==> config.mk <==
export PLATFORM = sky130hd
export DESIGN_NAME = input_debouncer
export DESIGN_NICKNAME = d
export VERILOG_FILES = /design/src/rtl/input_debouncer.sv
export SDC_FILE = /design/constraint.sdc
export NUM_CORES = 1
export LEC_CHECK = 0
export CORE_ASPECT_RATIO = 1.1
export CORE_MARGIN = 2
export CORE_UTILIZATION = 45
export CTS_CLUSTER_DIAMETER = 30
export DETAILED_ROUTE_END_ITERATION = 16
export HOLD_SLACK_MARGIN = 0.02
export PLACE_DENSITY = 0.68
export SLEW_MARGIN = 20
export SYNTH_ARGS = -nofsm -noshare
export SYNTH_HDL_FRONTEND = slang
export SYNTH_SLANG_ARGS = --single-unit
==> constraint.sdc <==
create_clock -name clk_clk -period 2.4 [get_ports clk_clk]
set_input_delay 0.36 -clock clk_clk [delete_from_list [all_inputs] [get_ports clk_clk]]
set_output_delay 0.36 -clock clk_clk [all_outputs]
set_load 0.01 [all_outputs]
==> src/rtl/input_debouncer.sv <==
// Board input conditioner for DE1-SoC KEY/SW lines: 2-FF sync, counter debounce,
// key inversion and one-cycle press/release pulses on the debounced keys.
module input_debouncer #(
    parameter int N_KEYS          = 4,
    parameter int N_SW            = 10,
    parameter int DEBOUNCE_CYCLES = 500000,
    parameter int CNT_W           = 19
) (
    input  logic              clk_clk,
    input  logic              reset_reset_n,
    input  logic [N_KEYS-1:0] key_n_in,
    input  logic [N_SW-1:0]   sw_in,
    output logic [N_KEYS-1:0] pushbuttons_export,
    output logic [N_SW-1:0]   slider_switches_export,
    output logic [N_KEYS-1:0] key_press_pulse,
    output logic [N_KEYS-1:0] key_release_pulse
);

    localparam int NB = N_KEYS + N_SW;
    localparam logic [CNT_W-1:0] CNT_LAST = CNT_W'(DEBOUNCE_CYCLES - 1);

    // Keys are active-low: their sync flops idle at 1 and are flipped after sync.
    localparam logic [NB-1:0] KEY_MASK = {{N_SW{1'b0}}, {N_KEYS{1'b1}}};

    logic [NB-1:0]            s1;
    logic [NB-1:0]            s2;
    logic [NB-1:0]            sample;
    logic [NB-1:0]            stable;
    logic [NB-1:0]            diff;
    logic [NB-1:0]            fire;
    logic [NB-1:0][CNT_W-1:0] cnt;

    always_ff @(posedge clk_clk or negedge reset_reset_n) begin
        if (!reset_reset_n) begin
            s1 <= KEY_MASK;
            s2 <= KEY_MASK;
        end else begin
            s1 <= {sw_in, key_n_in};
            s2 <= s1;
        end
    end

    assign sample = s2 ^ KEY_MASK;
    assign diff   = sample ^ stable;

    always_comb begin
        fire = '0;
        for (int i = 0; i < NB; i++) begin
            fire[i] = diff[i] && (cnt[i] == CNT_LAST);
        end
    end

    // Any agreement with the stable level, or a completed run, restarts the count.
    always_ff @(posedge clk_clk or negedge reset_reset_n) begin
        if (!reset_reset_n) begin
            cnt <= '0;
        end else begin
            for (int i = 0; i < NB; i++) begin
                if (!diff[i] || fire[i]) begin
                    cnt[i] <= '0;
                end else begin
                    cnt[i] <= cnt[i] + 1'b1;
                end
            end
        end
    end

    always_ff @(posedge clk_clk or negedge reset_reset_n) begin
        if (!reset_reset_n) begin
            stable            <= '0;
            key_press_pulse   <= '0;
            key_release_pulse <= '0;
        end else begin
            stable            <= stable ^ fire;
            key_press_pulse   <= fire[N_KEYS-1:0] & sample[N_KEYS-1:0];
            key_release_pulse <= fire[N_KEYS-1:0] & ~sample[N_KEYS-1:0];
        end
    end

    assign pushbuttons_export     = stable[N_KEYS-1:0];
    assign slider_switches_export = stable[NB-1:N_KEYS];

endmodule

After elaboration in Yosys (flattened, before gate mapping)
Cells that the tools add are included.

cells by class
  $add $sub $neg = 14
  bitwise logic cells = 6
  mux-type cells = 14
  reductions and logical operators = 42
  eq/ne operators = 14

operators with widths
  kind                                                              number
  19-bit by 1-bit adder with 19-bit output (second input constant)  14
  19-bit == test (second input constant)                            14
  19-bit 2-to-1 mux                                                 14
  14-bit XOR                                                        2
  1-bit logical AND                                                 14
  1-bit zero test                                                   14
  1-bit logical OR                                                  14
  4-bit bitwise AND                                                 2
  4-bit inverter                                                    2

storage, ports and cells
  word-level logic and storage cells = 109
  register bits after elaboration = 316

Depth between registers and ports, before layout
Gate-level depths: netlist (run 1).

  depth in word-level cells = 5
  gate-level depth with buffers = 7
  gate-level depth less buffers = 5

Worst setup path after synthesis (run 1)
Ideal clock, no wire load.

  kind = reg2reg
  from = register cnt[62] (netlist bit)
  to = register cnt[67] (netlist bit)
  path buffers = 2
  arrival = 1.972 ns
  period minus slack after synthesis = 2.091 ns
  cell stages (with the launch flop) = 7
  library setup time = 0.119 ns
  path slack = 0.309 ns
  path through = dfrtp_1 -> or4_1 -> or4_1 -> buf_2 -> o21ai_4 -> buf_6 -> nor2_1

on the way
  cells in the longest elaborated chain, start to end = 4
  elaborated cells on any way between the ends = 5
  classes of those cells = 1 x add/sub; 1 x eq/ne; 1 x mux; 2 x reduce/logical

ends and longest elaborated chain
  what                                                                                              RTL line  RTL
  start, declared                                                                                   31        logic [NB-1:0][CNT_W-1:0] cnt;
  start signal, assigned by index                                                                   62        cnt[i] <= cnt[i] + 1'b1;
  parallel branches: the longest is 3 deep, another holds 19-bit by 1-bit adder with 19-bit output  --
  19-bit 2-to-1 mux *                                                                               59        if (!diff[i] || fire[i]) begin

Every way passes the cells marked *.

Worst setup path in the final report (run 1)
  from = register cnt[258] (netlist bit)
  to = register cnt[255] (netlist bit)

on the way
  cells in the longest elaborated chain, start to end = 4

ends and longest elaborated chain
  what               RTL line  RTL
  19-bit == test     49        fire[i] = diff[i] && (cnt[i] == CNT_LAST);
  1-bit logical AND  49
  1-bit logical OR   59
  19-bit 2-to-1 mux  59

No other way between the ends.

==> out/metrics.cfg, run 1 <==
[global_route]
largest_net_degree_at_the_start_of_global_routing = 70
grt_use_total_pct = 17.25
first_global_vias = 11310
grtUsageMet3_pct = 4.176
grt_first_pass_wirelength_mm = 50.78
grt_busiest_layer = met2
globalRouteMet2Util_pct = 28.43
globalRouteOverflowTotal = 0
antenna_found_initial = 0
grt_use_met1_pct = 22.03

[timing]
timing.final.max_slew_violations = 0
unrepaired_setup_endpoints_after_global_routing = no
timing.hold.ws_ns = 0.2091
final_hold_viol_count = 0
fin_setup_tns_ns = 0
fin_ws_ns = 0.2254
finClkSkew_ns = 0.01684
maxSlewHeadroom_pct = 59.86
tightest_slew_ns = 0.5966
max_freq_mhz = 459.9
min_period_ns = 2.175
layout_worst_path_cycle_share_pct = 90.61
setup-violations-final = 0

[yosys]
synth_common_cells = sky130_fd_sc_hd__dfrtp_1, sky130_fd_sc_hd__nor2_1, sky130_fd_sc_hd__xor2_1
synth_cells = 1447
syn-mean-instance-area_sq_um = 10.21
synth_most_common_cell = sky130_fd_sc_hd__dfrtp_1
yosys_warnings = 0
seq_area_frac_synth_pct = 53.62
synth.area.top_cells = sky130_fd_sc_hd__dfrtp_1, sky130_fd_sc_hd__xor2_1, sky130_fd_sc_hd__nor2_1, sky130_fd_sc_hd__xnor2_1, sky130_fd_sc_hd__nand4_1
synth-async-reset-ratio_pct = 100.0
synth.lib_cells_used.distinct = 48
mappedNetlistArea_sq_um = 14770
count_of_flip_flops_with_a_built_in_enable_after_synthesis = 0
synth_flop_cell = sky130_fd_sc_hd__dfrtp_1
synth.net_count = 1477
synth.ff_latch_count = 316
synth.largest_area_cell = sky130_fd_sc_hd__dfrtp_1
yosys.area.top_type_share_pct = 52.19

[setup_path]
rrSetupSlack_ns = 0.23
rr_worst_depth = 4
critPathMaxFanout = 19
critPathKind = reg2reg
worst_setup_path_start_kind = register
worst_setup_path_endpoint = cnt[255]$_DFF_PN0_
critical_path_required_ns = 2.81
cp_data_arrival_time_ns = 2.59
timing.rr.start = cnt[258]$_DFF_PN0_
critical_path.max_stage_delay_ns = 0.54
timing.rr.end = cnt[255]$_DFF_PN0_
endpoint_kind = register
timing.critical_path.from = cnt[258]$_DFF_PN0_
crit_slowest_cell = sky130_fd_sc_hd__or4_4
sequence_of_cells_on_the_critical_path = or4b_1, or4_4, o21ai_4, nor2_1

[die]
placement_rows = 69
num_io_pins = 38
dieArea_sq_um = 34280
placeable_core_region_sq_um = 32290
dieWidth_um = 176.7
start_util_pct = 45.73
fp.dieH_um = 194.0

[detailed_routing]
drt_iter0_markers = 735
aggregate_routed_wire_length_mm = 28.40
drt_first_pass_iters = 5
wire_per_inst_um = 13.86
antenna_violating_nets_post_route = 0
drc = 0
route.vias.total = 11050
avgViaCountPerCell = 5.393

[power_and_ir_drop]
internal_power_summed_over_all_cells_w = 0.01234
total_leakage_power_nw = 7.459
power_frac_clock_pct = 62.8
comb_power_share_pct = 2.3
power_density_cells_nw_per_um2 = 859.4
seq_power_share_pct = 34.9
irDropWorstVdd_mv = 0.6519
power.net_switching_w = 0.003461
fraction_of_power_spent_switching_nets_pct = 21.91

[outcome]
run_status = complete, no violations

[cells_and_area]
antenna_cells = 0
layout.nets = 1592
drive_gt1_share_pct = 12.69
area.growth.synth_to_final_pct = 24.48
final-instance-count-excl-fill = 2049

[job]
maxCapViolations = 0

[clock_tree]
tritoncts = yes
worst_skew_pair.late_latency_ns = 0.57
cts_root_buf = sky130_fd_sc_hd__clkbuf_16
cts_htree_levels = 3
ctsLongestPathBuffers = 3
cts_setup_buffers = 0
tritoncts.num_buffers = 75
clock_sink_count = 316
path_clk_slew_ns = 0.05

[placement]
gp_routability_congestion = 0.8539
dp.cells = 1910
place.port_buffers = 37
hpwlAfterDp_mm = 17.85
place_ws_ns = 0.1920

[worst_hold_path]
hp-class = in2reg

-- timing repair --
item                                   in CTS  in global routing
hold buffers                                1                  0
gates resized for setup                     0                  0
endpoints found under the hold margin      53                  0
-- stage by stage --
step	util, %	power (W)	cell area, sq um
final	56.93	0.01580	18380
after detailed placement	49.04	0.005960	15830
after floorplan	-	0.005737	14770
after global routing	56.93	0.01638	18380
after CTS	56.93	0.01602	18380
after global placement	49.04	0.005949	15830
-- layout make-up --
cell class | count | area, sq um
Clock buffer | 93 | 2067
Clock inverter | 45 | 470.5
Fill cell | 2759 | 13910
Inverter | 40 | 150.1
Multi-Input combinational cell | 1061 | 6558
Sequential cell | 316 | 7918
Tap cell | 426 | 533.0
Timing Repair Buffer | 68 | 685.7
-- cell families (layout without fill, tap and decap cells) --
logic type	after synthesis	after routing	share of synthesized area, %
AOI/OAI and AO/OA	146	146	6.118
xor gates and xnor gates	187	187	11.09
adders and majority gates	14	14	1.186
buffers and inverters	70	246	1.974
DFF	316	316	53.62
muxes	13	13	0.9660
and+or+nand+nor	701	701	25.05
-- cells in the final DEF (no fill, tap or decap), drive strengths merged, types with 46 or more instances in the layout --
| cell type | n |
|---|---|
| dfrtp | 308 |
| nor2 | 226 |
| xor2 | 98 |
| clkbuf | 93 |
| nand3 | 91 |
| xnor2 | 89 |
| nand4 | 75 |
| nand2 | 73 |
| a21oi | 65 |
| inv | 49 |
| o21ai | 46 |
-- sequential cells by signal (all words and copies together), names as in the netlist, named ones only --
signal and flops:
s2 14, key_release_pulse 4, s1 14, cnt 266
key_press_pulse 4, stable 3
-- power by group through the flow --
stage	Sequential [W]	Clock [W]	Combinational [W]
CTS	0.00551	0.0101	0.000380
finish	0.00551	0.00993	0.000363
detailed placement	0.00558	0	0.000375
global placement	0.00558	0	0.000368
global route	0.00551	0.0104	0.000426
floorplan	0.00557	0	0.000168
-- per-layer routing --
metal | routed length, um | share of wire, %
met1 | 12700 | 45
met4 | 541 | 1.9
met2 | 13960 | 49
met3 | 1197 | 4.2
met5 | 0 | 0
-- worst min path at each step --
| stage | to | from | cells after the start | slack, ns |
|---|---|---|---|---|
| 3_3_place_gp | s2[9]$_DFF_PN0_ | s1[9]$_DFF_PN0_ | 0 | 0.33 |
| 4_1_cts | s1[2]$_DFF_PN1_ | key_n_in[2] | 1 | 0.19 |
| 3_5_place_dp | cnt[226]$_DFF_PN0_ | reset_reset_n | 1 | 0.34 |
| 2_1_floorplan | async pin | reset_reset_n | 0 | 0.06 |
| 5_1_grt | s1[0]$_DFF_PN1_ | key_n_in[0] | 1 | 0.20 |
| 6_report | s1[2]$_DFF_PN1_ | key_n_in[2] | 1 | 0.21 |
-- worst max-delay path: cells and delay by family (launching register included) --
family / cells / cell delay, ns
AOI/OAI and AO/OA: 1 / 0.43
DFF: 1 / 0.42
and+or+nand+nor: 3 / 1.18
No activity file was read; power rests on OpenSTA's default activity.
==> inputs of run 2 (changes only) <==
Settings changed: PLACE_DENSITY 0.68 to 0.7.
Clock period 2.4 ns to 1.95 ns, I/O delays scaled along.
==> out/metrics.cfg, run 2 (same netlist as run 1, synthesis figures left out) <==
[outcome]
run_status = finished with violations
failed_checks = setup timing

[detailed_routing]
antenna_violating_nets_post_route = 0  ; unchanged
drt_iter0_markers = 541  ; -26%
drc = 0  ; unchanged
route.vias.total = 11330  ; +2.5%
avgViaCountPerCell = 5.293  ; -1.8%
drt_first_pass_iters = 7  ; +2
aggregate_routed_wire_length_mm = 29.21  ; +2.9%
wire_per_inst_um = 13.65  ; -1.5%

[global_route]
antenna_found_initial = 0  ; unchanged
grt_use_total_pct = 17.91  ; +0.66 points
largest_net_degree_at_the_start_of_global_routing = 65  ; -7.1%
globalRouteOverflowTotal = 0  ; unchanged
first_global_vias = 11590  ; +2.5%
grt_first_pass_wirelength_mm = 52.45  ; +3.3%

[power_and_ir_drop]
fraction_of_power_spent_switching_nets_pct = 21.94  ; +0.027 points
power_density_cells_nw_per_um2 = 988.1  ; +15%
power.net_switching_w = 0.004157  ; +20%
seq_power_share_pct = 35.7  ; +0.8 points
internal_power_summed_over_all_cells_w = 0.01479  ; +20%
comb_power_share_pct = 2.7  ; +0.4 points
power_frac_clock_pct = 61.6  ; -1.2 points
total_leakage_power_nw = 7.931  ; +6.3%
irDropWorstVdd_mv = 0.8463  ; +30%

[placement]
dp.cells = 2001  ; +4.8%
gp_routability_congestion = 0.8486  ; -0.62%
hpwlAfterDp_mm = 18.73  ; +4.9%
placedInstanceArea_sq_um = 16620  ; +4.9%
place.port_buffers = 37  ; unchanged

[timing]
maxSlewHeadroom_pct = 70.07  ; +10 points
min_period_ns = 2.007  ; -0.1671 ns
unrepaired_setup_endpoints_after_global_routing = yes
setup-violations-final = 61  ; +61
layout_worst_path_cycle_share_pct = 102.9  ; +12 points
max_freq_mhz = 498.2  ; +8.3%
timing.hold.ws_ns = 0.1401  ; -0.06900 ns
tightest_slew_ns = 0.4427  ; -0.1538 ns
timing.final.max_slew_violations = 0  ; unchanged
fin_setup_tns_ns = -1.873  ; -1.873 ns
fin_ws_ns = -0.05741  ; -0.2829 ns
finClkSkew_ns = 0.02424  ; +0.007400 ns
final_hold_viol_count = 0  ; unchanged

[die]
start_util_pct = 45.73  ; unchanged
fp.dieH_um = 194.0  ; unchanged
dieWidth_um = 176.7  ; unchanged
placement_rows = 69  ; unchanged
placeable_core_region_sq_um = 32290  ; unchanged
num_io_pins = 38  ; unchanged
dieArea_sq_um = 34280  ; unchanged

[clock_tree]
path_clk_slew_ns = 0.04  ; about the same
clock_sink_count = 316  ; unchanged
ctsLongestPathBuffers = 3  ; unchanged
tritoncts.num_buffers = 70  ; -6.7%
tritoncts = yes
cts_htree_levels = 3  ; unchanged
worst_skew_pair.late_latency_ns = 0.56  ; about the same
cts_root_buf = sky130_fd_sc_hd__clkbuf_16

[setup_path]
cp_data_arrival_time_ns = 2.43  ; -0.16 ns
crit_slowest_cell = sky130_fd_sc_hd__or4_4
rrSetupSlack_ns = -0.06  ; -0.28 ns
endpoint_kind = register
critPathTopFamily = simple AND/OR/NAND/NOR gates
worst_setup_path_start_kind = register
rr_worst_depth = 5  ; +1
cp_num_buf_inv = 1  ; +1
critical_path_required_ns = 2.37  ; -0.44 ns
critPathKind = reg2reg
critPathMaxFanout = 19  ; unchanged
timing.rr.start = cnt[258]$_DFF_PN0_
critical_path.max_stage_delay_ns = 0.57  ; +0.03 ns
timing.rr.end = cnt[262]$_DFF_PN0_
sequence_of_cells_on_the_critical_path = or4b_1, or4_4, o21ai_4, buf_12, a21oi_1

[cells_and_area]
n_fill_cell = 2677  ; -3.0%
area.growth.synth_to_final_pct = 29.88
finish.utilization_pct = 59.40  ; +2.5 points
layout.nets = 1687  ; +6.0%
largest_register_ff_count = 266  ; unchanged
postLayoutCellArea_sq_um = 19180  ; +4.3%
top_library_cells_by_usage_in_the_layout_fill_and_taps_aside = sky130_fd_sc_hd__dfrtp_1, sky130_fd_sc_hd__nor2_1, sky130_fd_sc_hd__buf_4, sky130_fd_sc_hd__xor2_1, sky130_fd_sc_hd__nand3_1
top_register = cnt
biggestRegsByFlops = cnt (266), s1 (14), s2 (14)
antenna_cells = 0  ; unchanged
final-instance-count-excl-fill = 2140  ; +4.4%
drive_gt1_share_pct = 18.44  ; +5.7 points
mostFrequentLayoutCell = sky130_fd_sc_hd__dfrtp_1

[worst_hold_path]
beginning_of_the_worst_hold_path = key_n_in[3]
timing.hold.worst_path_depth = 1  ; unchanged
hp-class = in2reg
whs_endpoint = s1[3]$_DFF_PN1_

[job]
maxCapViolations = 0  ; unchanged

run 2: cell types whose count changed in the layout (fill, tap and decap cells not counted), moves of 4 or more:
cell,before,now
sky130_fd_sc_hd__buf_12,6,10
sky130_fd_sc_hd__buf_4,24,117
sky130_fd_sc_hd__clkbuf_16,77,70
sky130_fd_sc_hd__clkinv_4,6,2
sky130_fd_sc_hd__clkinvlp_4,11,6
sky130_fd_sc_hd__nor2_1,226,221
sky130_fd_sc_hd__o31ai_2,4,0
sky130_fd_sc_hd__o31ai_4,0,4
sky130_fd_sc_hd__or4_1,44,34
sky130_fd_sc_hd__or4_4,1,11
run 2: final cells by class:
type	instances	area (sq um)	share of cell area, %
flip-flops and latches	316	7918	41.28
clock inverters	40	473.0	2.466
inverters	40	150.1	0.7829
well taps	426	533.0	2.779
repair buffers	168	1498	7.809
multi-input cells	1061	6694	34.90
clock buffers	89	1913	9.975
run 2: what timing repair did:
action,in CTS,in global routing
resized for setup,6,22
endpoints found under the setup margin,78,111
hold buffers,1,0
cloned,0,1
setup buffers,4,4
pin swaps,2,7
hold endpoints to repair,47,0
run 2: per-stage QoR:
step                      setup slack (ns)  total power (W)
after detailed placement          -0.07149         0.007378
after floorplan                    -0.1228         0.007067
after CTS                         -0.09532          0.01921
final                             -0.05741          0.01895
after global routing               -0.1234          0.01965
after global placement            -0.06680         0.007360
run 2: power by group through the flow:
| stage | registers [W] | clock network (W) | logic (W) |
|---|---|---|---|
| finish | 0.00677 | 0.0117 | 0.000510 |
| global route | 0.00678 | 0.0123 | 0.000591 |
| CTS | 0.00677 | 0.0119 | 0.000518 |
| detailed placement | 0.00687 | 0 | 0.000509 |
| global placement | 0.00686 | 0 | 0.000496 |
| floorplan | 0.00685 | 0 | 0.000212 |
run 2: worst max-delay path by stage:
stage	startpoint	to	slack [ns]	depth (start not counted)
finish	cnt[258]$_DFF_PN0_	cnt[262]$_DFF_PN0_	-0.06	5
global route	cnt[258]$_DFF_PN0_	cnt[262]$_DFF_PN0_	-0.12	5
floorplan	cnt[63]$_DFF_PN0_	cnt[67]$_DFF_PN0_	-0.12	6
detailed placement	cnt[257]$_DFF_PN0_	register	-0.07	4
CTS	cnt[258]$_DFF_PN0_	register	-0.1	4
global placement	cnt[258]$_DFF_PN0_	register	-0.07	4
run 2: layer usage:
layer  GRT usage, %  vias to the layer above  routed length [um]
met2          29.64                      201               14290
met4          6.856                        0                 662
met5              0                        -                   0
met3          3.843                       59                1299
li1               -                     5623                   -
met1          22.98                     5445               12960
==> inputs of run 3 (changes only) <==
Settings changed: CORE_ASPECT_RATIO 1.1 to 2.
==> out/metrics.cfg, run 3 (same netlist as run 1, synthesis figures left out) <==
[timing]
final_hold_viol_count = 0  ; unchanged
fin_setup_tns_ns = -1.014  ; +0.8590 ns
max_freq_mhz = 498.3  ; about the same
fin_ws_ns = -0.05701  ; +0.0003904 ns
timing.final.max_slew_violations = 0  ; unchanged
finClkSkew_ns = 0.01414  ; -0.01010 ns
unrepaired_setup_endpoints_after_global_routing = yes
tightest_slew_ns = 0.4567  ; +0.01397 ns
min_period_ns = 2.007  ; -0.0003904 ns
timing.hold.ws_ns = 0.1409  ; +0.0007850 ns
setup-violations-final = 66  ; +8.2%
layout_worst_path_cycle_share_pct = 102.9  ; about the same
maxSlewHeadroom_pct = 69.12  ; -0.94 points

[setup_path]
timing.critical_path.from = cnt[252]$_DFF_PN0_
critical_path_required_ns = 2.39  ; +0.02 ns
cp_num_buf_inv = 0  ; -1
critPathKind = reg2reg
cp_data_arrival_time_ns = 2.45  ; +0.02 ns
rrSetupSlack_ns = -0.06  ; about the same
worst_setup_path_start_kind = register
crit_slowest_cell = sky130_fd_sc_hd__or4_4
critPathMaxFanout = 2  ; -17
endpoint_kind = register
timing.rr.start = cnt[252]$_DFF_PN0_
critPathTopFamily = simple AND/OR/NAND/NOR gates
sequence_of_cells_on_the_critical_path = or4b_1, or4_4, nor2_4, mux2_4
critical_path.max_stage_delay_ns = 0.57  ; about the same
rr_worst_depth = 4  ; -1

[detailed_routing]
route.vias.total = 11450  ; +1.1%
wire_per_inst_um = 14.52  ; +6.4%
drt_first_pass_iters = 4  ; -3
antenna_violating_nets_post_route = 0  ; unchanged
aggregate_routed_wire_length_mm = 30.57  ; +4.7%
drt_iter0_markers = 427  ; -21%
drc = 0  ; unchanged
avgViaCountPerCell = 5.438  ; +2.7%

[cells_and_area]
layout.nets = 1670  ; -1.0%
top_register = cnt
mostFrequentLayoutCell = sky130_fd_sc_hd__dfrtp_1
biggestRegsByFlops = cnt (266), s1 (14), s2 (14)
antenna_cells = 0  ; unchanged
n_fill_cell = 2791  ; +4.3%
top_library_cells_by_usage_in_the_layout_fill_and_taps_aside = sky130_fd_sc_hd__dfrtp_1, sky130_fd_sc_hd__nor2_1, sky130_fd_sc_hd__buf_4, sky130_fd_sc_hd__xor2_1, sky130_fd_sc_hd__nand3_1
drive_gt1_share_pct = 17.39  ; -1.0 points
final-instance-count-excl-fill = 2106  ; -1.6%
area.growth.synth_to_final_pct = 25.65
finish.utilization_pct = 57.56  ; -1.8 points
largest_register_ff_count = 266  ; unchanged

[die]
start_util_pct = 45.81  ; +0.080 points
dieArea_sq_um = 34370  ; +0.25%
placeable_core_region_sq_um = 32230  ; -0.17%
fp.dieH_um = 260.2  ; +34%
num_io_pins = 38  ; unchanged
dieWidth_um = 132.1  ; -25%
placement_rows = 93  ; +35%

[clock_tree]
worst_skew_pair.late_latency_ns = 0.56  ; about the same
cts_root_buf = sky130_fd_sc_hd__clkbuf_16
path_clk_slew_ns = 0.06  ; +0.02 ns
cts_htree_levels = 2  ; -1
tritoncts = yes
ctsLongestPathBuffers = 3  ; unchanged
tritoncts.num_buffers = 47  ; -33%
clock_sink_count = 316  ; unchanged

[global_route]
globalRouteOverflowTotal = 0  ; unchanged
grt_first_pass_wirelength_mm = 53.22  ; +1.5%
grt_use_total_pct = 18.30  ; +0.39 points
antenna_found_initial = 0  ; unchanged
largest_net_degree_at_the_start_of_global_routing = 79  ; +22%
first_global_vias = 12030  ; +3.8%

[placement]
hpwlAfterDp_mm = 21.08  ; +13%
dp.cells = 2008  ; +0.35%
place_ws_ns = -0.09944  ; -0.02795 ns
gp_routability_congestion = 0.8468  ; -0.21%
place.port_buffers = 37  ; unchanged

[power_and_ir_drop]
fraction_of_power_spent_switching_nets_pct = 23.83  ; +1.9 points
internal_power_summed_over_all_cells_w = 0.01226  ; -17%
total_leakage_power_nw = 7.622  ; -3.9%
seq_power_share_pct = 42.0  ; +6.3 points
power_frac_clock_pct = 54.9  ; -6.7 points
irDropWorstVdd_mv = 0.7178  ; -15%
power_density_cells_nw_per_um2 = 867.7  ; -12%
comb_power_share_pct = 3.2  ; +0.5 points
power.net_switching_w = 0.003836  ; -7.7%

[worst_hold_path]
hp-class = in2reg
whs_endpoint = s1[1]$_DFF_PN1_
timing.hold.worst_path_depth = 1  ; unchanged
beginning_of_the_worst_hold_path = key_n_in[1]

[outcome]
run_status = finished with violations
failed_checks = setup timing

[job]
maxCapViolations = 0  ; unchanged

==> run 3: metrics by stage <==
| stage | total power [W] | area, sq um |
|---|---|---|
| 2_1_floorplan | 0.007067 | 14850 |
| 3_3_place_gp | 0.007367 | 16660 |
| 3_5_place_dp | 0.007387 | 16660 |
| 4_1_cts | 0.01633 | 18430 |
| 5_1_grt | 0.01668 | 18550 |
| 6_report | 0.01610 | 18550 |
==> run 3: cell type report <==
| class | instances | area, sq um | area share, % |
|---|---|---|---|
| flip-flops and latches | 316 | 7919 | 42.68 |
| clock inverters | 38 | 475.5 | 2.563 |
| multi-input cells | 1061 | 6718 | 36.21 |
| well taps | 427 | 534.3 | 2.879 |
| clock buffers | 50 | 1219 | 6.568 |
| repair buffers | 174 | 1539 | 8.295 |
| inverters | 40 | 150.1 | 0.8092 |
==> run 3: worst max-delay path by stage <==
stage	slack, ns	endpoint	cells after the start
5_1_grt	-0.11	cnt[262]$_DFF_PN0_	5
6_report	-0.06	register	4
2_1_floorplan	-0.12	cnt[67]$_DFF_PN0_	6
3_3_place_gp	-0.1	register	4
4_1_cts	-0.07	cnt[262]$_DFF_PN0_	5
3_5_place_dp	-0.1	register	4
==> run 3: repair_timing <==
action,CTS,global route
endpoints found under the setup margin,65,106
hold endpoints to repair,84,0
pin swaps,5,3
hold buffers,1,0
setup buffers,3,6
gates resized for setup,12,18
==> run 3: per-layer routing <==
metal,up-vias,share of wire [%],track usage [%]
li1,5558,-,-
met2,173,56,36.23
met4,0,3.8,8.756
met5,-,0,0
met3,80,3.1,2.729
met1,5642,37,18.37
==> run 3: power groups by stage <==
stage | clock, W | combinational (W) | sequential, W
CTS | 0.00906 | 0.000521 | 0.00675
global placement | 0 | 0.000501 | 0.00687
global route | 0.00932 | 0.000588 | 0.00677
finish | 0.00883 | 0.000512 | 0.00676
detailed placement | 0 | 0.000516 | 0.00687
floorplan | 0 | 0.000212 | 0.00685
